**config.mk**
```make
export PLATFORM = sky130hd
export DESIGN_NAME = uart_rx_fsm
export DESIGN_NICKNAME = d
export VERILOG_FILES = /design/src/rtl/uart_rx_fsm.sv
export SDC_FILE = /design/constraint.sdc
export NUM_CORES = 1
export LEC_CHECK = 0
export ABC_AREA = 1
export BUFFER_PORTS_ARGS = -buffer_cell sky130_fd_sc_hd__buf_2
export CORE_ASPECT_RATIO = 1.75
export CORE_MARGIN = 10
export CORE_UTILIZATION = 24
export CTS_BUF_LIST = sky130_fd_sc_hd__clkbuf_8
export DETAILED_ROUTE_END_ITERATION = 10
export HOLD_SLACK_MARGIN = 0.12
export PLACE_DENSITY_LB_ADDON = 0.08
export REMOVE_ABC_BUFFERS = 1
export SLEW_MARGIN = 5
export SYNTH_ARGS = -nofsm -noshare
export SYNTH_HDL_FRONTEND = slang
export SYNTH_SLANG_ARGS = --single-unit
```
**constraint.sdc**
```tcl
create_clock -name Clk -period 1.9 [get_ports Clk]
set_clock_uncertainty 0.1 [all_clocks]
set_input_delay 0.38 -clock Clk [delete_from_list [all_inputs] [get_ports Clk]]
set_output_delay 0.38 -clock Clk [all_outputs]
set_load 0.01 [all_outputs]
```
**src/rtl/uart_rx_fsm.sv**
```systemverilog
// UART receiver control FSM: frames the serial line into start/data/parity/stop
// bits, times the checker enables on the oversample grid and reports clean frames.
module uart_rx_fsm #(
    parameter int DATA_WIDTH = 8
) (
    input  logic       Clk,
    input  logic       Rst,
    input  logic       RX_IN,
    input  logic [5:0] Prescale,
    input  logic       PAR_EN,
    input  logic       strt_glitch,
    input  logic       par_err,
    input  logic       stp_err,
    output logic [5:0] edge_cnt,
    output logic       dat_samp_en,
    output logic       strt_chk_en,
    output logic       par_chk_en,
    output logic       stp_chk_en,
    output logic       deser_en,
    output logic       data_valid,
    output logic       par_err_flag,
    output logic       stp_err_flag,
    output logic       busy
);

    typedef enum logic [2:0] {
        IDLE   = 3'd0,
        START  = 3'd1,
        DATA   = 3'd2,
        PARITY = 3'd3,
        STOP   = 3'd4
    } state_t;

    localparam logic [2:0] LAST_BIT = 3'(DATA_WIDTH - 1);

    state_t     state_r;
    logic [5:0] prescale_r;
    logic       par_en_r;
    logic [2:0] bit_cnt_r;

    logic [5:0] chk_pt_s;
    logic [5:0] err_pt_s;
    logic [5:0] end_pt_s;
    logic [5:0] next_edge_s;
    logic       at_chk_s;
    logic       at_err_s;
    logic       at_end_s;

    // Bit-timing points derived from the prescale captured at frame start
    always_comb begin
        chk_pt_s    = {1'b0, prescale_r[5:1]} + 6'd2;
        err_pt_s    = {1'b0, prescale_r[5:1]} + 6'd3;
        end_pt_s    = prescale_r - 6'd1;
        at_chk_s    = (edge_cnt == chk_pt_s);
        at_err_s    = (edge_cnt == err_pt_s);
        at_end_s    = (edge_cnt == end_pt_s);
        next_edge_s = at_end_s ? 6'd0 : (edge_cnt + 6'd1);
    end

    // Frame sequencer with registered counters, flags and data_valid
    always_ff @(posedge Clk or negedge Rst) begin
        if (!Rst) begin
            state_r      <= IDLE;
            edge_cnt     <= 6'd0;
            bit_cnt_r    <= 3'd0;
            prescale_r   <= 6'd0;
            par_en_r     <= 1'b0;
            data_valid   <= 1'b0;
            par_err_flag <= 1'b0;
            stp_err_flag <= 1'b0;
        end else begin
            data_valid <= 1'b0;
            case (state_r)
                IDLE: begin
                    edge_cnt  <= 6'd0;
                    bit_cnt_r <= 3'd0;
                    if (!RX_IN) begin
                        state_r      <= START;
                        prescale_r   <= Prescale;
                        par_en_r     <= PAR_EN;
                        par_err_flag <= 1'b0;
                        stp_err_flag <= 1'b0;
                    end else begin
                        state_r <= IDLE;
                    end
                end
                START: begin
                    // A glitch verdict wins even when ERR coincides with END (P=8)
                    if (at_err_s && strt_glitch) begin
                        state_r  <= IDLE;
                        edge_cnt <= 6'd0;
                    end else if (at_end_s) begin
                        state_r   <= DATA;
                        edge_cnt  <= 6'd0;
                        bit_cnt_r <= 3'd0;
                    end else begin
                        edge_cnt <= next_edge_s;
                    end
                end
                DATA: begin
                    edge_cnt <= next_edge_s;
                    if (at_end_s) begin
                        if (bit_cnt_r == LAST_BIT) begin
                            state_r <= par_en_r ? PARITY : STOP;
                        end else begin
                            bit_cnt_r <= bit_cnt_r + 3'd1;
                        end
                    end else begin
                        state_r <= DATA;
                    end
                end
                PARITY: begin
                    edge_cnt <= next_edge_s;
                    if (at_err_s && par_err) begin
                        par_err_flag <= 1'b1;
                    end else begin
                        par_err_flag <= par_err_flag;
                    end
                    if (at_end_s) begin
                        state_r <= STOP;
                    end else begin
                        state_r <= PARITY;
                    end
                end
                STOP: begin
                    edge_cnt <= next_edge_s;
                    if (at_err_s && stp_err) begin
                        stp_err_flag <= 1'b1;
                    end else begin
                        stp_err_flag <= stp_err_flag;
                    end
                    // Include a stop error landing on the final edge itself
                    if (at_end_s) begin
                        state_r    <= IDLE;
                        data_valid <= ~(par_err_flag | stp_err_flag | (at_err_s & stp_err));
                    end else begin
                        state_r <= STOP;
                    end
                end
                default: begin
                    state_r   <= IDLE;
                    edge_cnt  <= 6'd0;
                    bit_cnt_r <= 3'd0;
                end
            endcase
        end
    end

    // Enable decode straight off registered state so enables add no latency
    always_comb begin
        busy        = (state_r != IDLE);
        dat_samp_en = (state_r != IDLE);
        strt_chk_en = (state_r == START)  && at_chk_s;
        deser_en    = (state_r == DATA)   && at_chk_s;
        par_chk_en  = (state_r == PARITY) && at_chk_s;
        stp_chk_en  = (state_r == STOP)   && at_chk_s;
    end

endmodule

```
==> impl_metrics.csv, run 1 <==
group,metric,value,unit
logic_synthesis,netlist_area,1780,um^2
timing,fmax,0.421,GHz
timing,maxSlewHeadroom,63.6,%
clock_tree,insertion_delay,280,ps
placement,port_buffers,27,
finish,fin_util,36.5,%
clock_tree,cts.path.max_buffers,2,
logic_synthesis,syn_inst,261,
worst_setup_path,worst-path-buf-inv,3,
die,start_util,24.6,%
route,drt_first_iter_violations,41,
clock_tree,htreeDepth,1,
grt,gr-total-overflow,0,
route,wirelength,5880,um
grt,antenna_found_initial,0,
worst_setup_path,crit_arrival,1900,ps
die,dieArea,11400,um^2
finish,drive_gt1_share,43.8,%
die,die_x,85.2,um
clock_tree,numCtsBuffers,3,
placement,gp_congestion,0.782,
finish,syn2layout_area_growth,48.0,%
min_path,hold_start,"Prescale[5]",
finish,final_cell_mix,"nand2_1, buf_4, inv_1",
route,wl_per_cell,14.1,um
placement,dp_hpwl,4790,um
worst_setup_path,crit_start,"prescale_r[3]",
route,final_antenna_net_count,0,
worst_setup_path,critPathCaptureType,"output port",
placement,place_area,2250,um^2
timing,rsz0062_at_grt,"yes",
clock_tree,cts_tree,"built",
route,dr_total_vias,1794,
die,die_y,134,um
finish,final_common_cell,"nand2_1",
finish,insertedDiodeCount,0,
finish,nNetsFinal,354,
min_path,hold_class,"in2reg",
clock_tree,clock_sinks,22,
logic_synthesis,ys_ff_latch,22,
timing,finalSetupViolations,16,
power_and_ir_drop,powerDensity,1610,nW/um^2
grt,grt_pass1_wl,9850,um
finish,final_area,2640,um^2
route,viasPerCell,4.30,
worst_setup_path,startpoint_type,"register",
die,ioPinCount,28,
logic_synthesis,ys_types,31,
worst_setup_path,critPathMostFrequentCell,"nor2_2",
clock_tree,root_buffer,"clkbuf_8",
power_and_ir_drop,power.leakage,1.34,nW
grt,grt_max_degree,23,
worst_setup_path,reg2reg_from,"prescale_r[2]",
outcome,violations,"negative setup slack",
outcome,outcome,"finished, violations left",
worst_setup_path,cpPeakStageDelay,460,ps
die,rows,41,
timing,timing.final.crit_share,125,%
placement,pre_cts_ws,-216,ps
route,drc,0,
worst_setup_path,worstPathCellList,"ha_4 > inv_4 > nor2_2 > xor2_1 > nor2_1 > nand4_1 > buf_6 > nor2_2 > buf_2",
logic_synthesis,yosysSeqAreaShare,30.9,%
power_and_ir_drop,ir_drop,0.734,mV
logic_synthesis,synth_area_per_cell,6.83,um^2
route,dr.pass1.iters,3,
timing,hold_viol,0,
worst_setup_path,required,1420,ps
grt,gr-usage-all-layers,11.0,%
timing,period_needed,2380,ps
clock_tree,path_clk_slew,90,ps
logic_synthesis,ys_warn_count,0,
worst_setup_path,crit_type,"reg2out",
worst_setup_path,cp_max_fo,4,
run,drv_cap,0,
worst_setup_path,cpLargestDelayFamily,"flip-flops",
grt,grt_pass1_vias,1952,
timing,tightest_slew,546,ps
die,core-area,7230,um^2
timing,setup_slack,-477,ps
timing,slew_violations,0,
worst_setup_path,crit_slowest_cell,"dfrtp_2",
[registers in the layout, summed over array words and instances, names as in the netlist]
register	flops
state_r	3
par_en_r	1
bit_cnt_r	3
stp_err_flag	1
edge_cnt	6
par_err_flag	1
prescale_r	6
data_valid	1
[cells in the mapped netlist]
library cell,number,area share (%)
nand3_1,13,3.6
nor2_1,29,6.1
nor3_4,1,0.91
nand2_4,1,0.63
nor3_1,2,0.56
o21ai_0,6,1.7
nand2_1,89,19
o21ai_1,3,0.84
buf_6,1,0.63
buf_2,3,0.84
inv_1,33,6.9
xnor2_1,2,0.98
ha_1,9,6.3
nor2_2,4,1.4
nand3b_1,1,0.42
nand4_1,6,2.1
xor2_2,1,0.91
nor2_4,4,2.5
buf_4,2,0.84
dfrtp_1,22,31
o21ai_4,1,0.91
o22ai_1,1,0.35
inv_2,7,1.5
nand3_2,2,1.1
nand2_2,4,1.4
clkinv_2,1,0.28
nand3_4,1,0.98
a21oi_1,2,0.56
nor4_1,1,0.35
a211oi_2,1,0.70
xor2_1,8,3.9
[report_power, final]
group	internal, mW	total [mW]	leakage [nW]	switching [mW]
clock network	0.186	0.368	0.0288	0.182
registers	0.624	0.818	0.286	0.194
logic	1.35	3.07	1.02	1.72
total	2.16	4.26	1.34	2.10
[worst paths after layout]
check                           endpoint  slack, ps  cells past startpoint
setup / recovery                deser_en       -480                      9
max in group asynchronous  prescale_r[4]        800                      2
hold / removal             prescale_r[5]        190                      3
hold reg to reg             bit_cnt_r[1]        390                      2
min in group asynchronous   bit_cnt_r[2]        510                      2
setup reg to reg            bit_cnt_r[0]       -120                     17
[per-stage QoR]
stage               power (mW)  setup TNS (ps)  cells  hold WS [ps]
floorplan                 2.33           -90.0    255         -15.6
global placement          3.32           -1800    403           325
detailed placement        3.31           -1970    403           317
CTS                       3.99           -2680    413           183
global route              4.70           -5700    417           196
finish                    4.26           -3070    417           193
[area by class of cell]
class | count | area [um^2]
Clock buffer | 4 | 55.1
Inverter | 41 | 160
Tap cell | 86 | 108
Multi-Input combinational cell | 192 | 1250
Timing Repair Buffer | 72 | 515
Fill cell | 791 | 4590
Sequential cell | 22 | 553
[worst min-delay path: cells and delay by family]
| family | cells | cell delay [ps] |
|---|---|---|
| buf+inv | 1 | 70 |
| compound gates | 1 | 50 |
| simple gates | 1 | 40 |
[logic make-up (layout without fill, tap and decap cells)]
logic type      count (synthesis)  count (layout)  share of synthesized area [%]
compound gates                 14              14                           5.05
xor+xnor                       11              11                           5.83
fa+ha+maj                       9               9                           6.32
buf+inv                        47             117                           11.0
flops                          22              22                           30.9
simple gates                  158             158                           40.9
[what timing repair did]
| action | CTS | global route |
|---|---|---|
| hold endpoints to repair | 22 | 0 |
| resized for setup | 31 | 39 |
| endpoints found under the setup margin | 17 | 19 |
| hold buffers | 1 | 0 |
| pin swaps | 10 | 26 |
| setup buffers | 5 | 5 |
[metal layers]
metal,up-vias,GRT usage [%],part of all wire [%]
met5,-,0,0
met4,0,4.60,2.4
met3,8,2.00,3.0
met2,24,22.7,61
met1,828,9.54,34
li1,934,-,-
No activity file was read; power rests on OpenSTA's default activity.
==> run 2, diff against run 1 <==
CELL_PAD_IN_SITES_DETAIL_PLACEMENT = 1   (was default)
CELL_PAD_IN_SITES_GLOBAL_PLACEMENT = 2   (was default)
==> run 2 against run 1 <==
Net effect: the flow still finishes with violations (negative setup slack); utilization is 1.2 points lower; worst hold slack better by 13 ps; worst setup slack worse by 7.3 ps; clock power is 25% higher; critical path type unchanged.
==> impl_metrics.csv, run 2 (synthesis results as in run 1) <==
group,metric,value,unit
outcome,outcome,"finished, violations left",
worst_setup_path,startpoint_type,"register",
finish,fin_util,35.2,%
route,wl_per_cell,14.9,um
timing,timing.final.crit_share,126,%
clock_tree,numCtsBuffers,3,
clock_tree,cts_tree,"built",
clock_tree,root_buffer,"clkbuf_8",
worst_setup_path,critPathCaptureType,"output port",
power_and_ir_drop,ir_drop,0.630,mV
die,rows,41,
grt,gr-usage-all-layers,11.2,%
die,start_util,24.6,%
grt,grt_pass1_vias,2063,
finish,final_cell_mix,"nand2_1, buf_4, inv_1",
route,drt_first_iter_violations,35,
timing,setup_slack,-485,ps
finish,final_common_cell,"nand2_1",
placement,place_area,2260,um^2
finish,seq_area,553,um^2
grt,antenna_found_initial,0,
placement,dp.cells,405,
route,wirelength,6190,um
die,die_y,134,um
grt,gr-total-overflow,0,
route,drc,0,
finish,fillers,901,
finish,drive_gt1_share,37.8,%
die,die_x,85.2,um
placement,port_buffers,27,
die,ioPinCount,28,
min_path,hold_class,"in2reg",
worst_setup_path,required,1420,ps
timing,finalSetupViolations,17,
timing,slew_violations,0,
placement,gp_congestion,0.805,
route,dr.pass1.iters,2,
power_and_ir_drop,power.leakage,1.32,nW
clock_tree,insertion_delay,280,ps
worst_setup_path,crit_arrival,1900,ps
clock_tree,clock_sinks,22,
finish,final_cell_count_no_fill,414,
timing,period_needed,2380,ps
finish,insertedDiodeCount,0,
die,dieArea,11400,um^2
finish,syn2layout_area_growth,42.9,%
timing,hold_viol,0,
clock_tree,htreeDepth,1,
power_and_ir_drop,power.total,4.19,mW
placement,dp_hpwl,5220,um
route,dr_total_vias,1838,
grt,grt_max_degree,23,
grt,grt_pass1_wl,10100,um
outcome,violations,"negative setup slack",
timing,fmax,0.419,GHz
die,core-area,7230,um^2
clock_tree,cts.path.max_buffers,2,
route,viasPerCell,4.44,
route,final_antenna_net_count,0,
power_and_ir_drop,powerDensity,1640,nW/um^2
timing,maxSlewHeadroom,63.1,%
timing,rsz0062_at_grt,"yes",
placement,pre_cts_ws,-280,ps
finish,nNetsFinal,351,
timing,tightest_slew,554,ps
run,drv_cap,0,
timing,hold_slack,206,ps
finish,largestRegisters,"edge_cnt (6), prescale_r (6)",
clock_tree,path_clk_slew,90,ps
worst_setup_path,cp_max_fo,3,
finish,final_area,2550,um^2
timing,final.setup.tns,-3600,ps
worst_setup_path,crit_type,"reg2out",
finish,multi_input_area,1170,um^2
-- run 2: changes by cell type in the layout (fill, tap and decap cells not counted), sizes merged --
cell    change
buf         -3
bufinv      +1
clkbuf      -1
-- run 2: worst paths after layout --
check,startpoint,endpoint,slack [ps],depth (start not counted)
setup / recovery,prescale_r[3],deser_en,-480,9
hold / removal,Prescale[1],prescale_r[1],210,3
setup reg to reg,prescale_r[2],bit_cnt_r[2],-190,15
hold reg to reg,bit_cnt_r[1],bit_cnt_r[1],380,2
max in group asynchronous,Rst,prescale_r[5],780,2
min in group asynchronous,Rst,state_r[0],510,2
-- run 2: cell type report --
type                    instances  share of cell area [%]
clock buffers                   3                    1.62
clock inverters                 1                    1.18
inverters                      41                    6.48
multi-input cells             192                    45.9
flip-flops and latches         22                    21.7
well taps                      86                    4.22
repair buffers                 69                    18.9
-- run 2: metal layers --
metal	share of wire, %	up-vias	track usage (%)
met1	34	875	10.0
met5	0	-	0
met4	2.1	0	3.22
met3	1.9	9	1.70
li1	-	934	-
met2	62	20	23.7
-- run 2: power breakdown --
group / internal (mW) / switching, mW / leakage, nW
registers: 0.624 / 0.194 / 0.286
logic: 1.26 / 1.65 / 1.00
clock network: 0.282 / 0.177 / 0.0357
total: 2.17 / 2.02 / 1.32
-- run 2: timing repair --
action | CTS | global route
gates cloned | 0 | 0
gates resized for setup | 19 | 26
setup endpoints to repair | 17 | 19
pin swaps | 9 | 11
buffers inserted | 3 | 1
hold endpoints to repair | 22 | 0
hold buffers | 1 | 0
-- run 2: critical path, stage by stage (launching register included) --
cell and delay, ps:
dfrtp_2 420, buf_4 130, buf_4 110, nand3_2 70, xor2_1 150, nor2_1 160
nand4_1 190, buf_4 200, nor2_1 70, buf_2 130
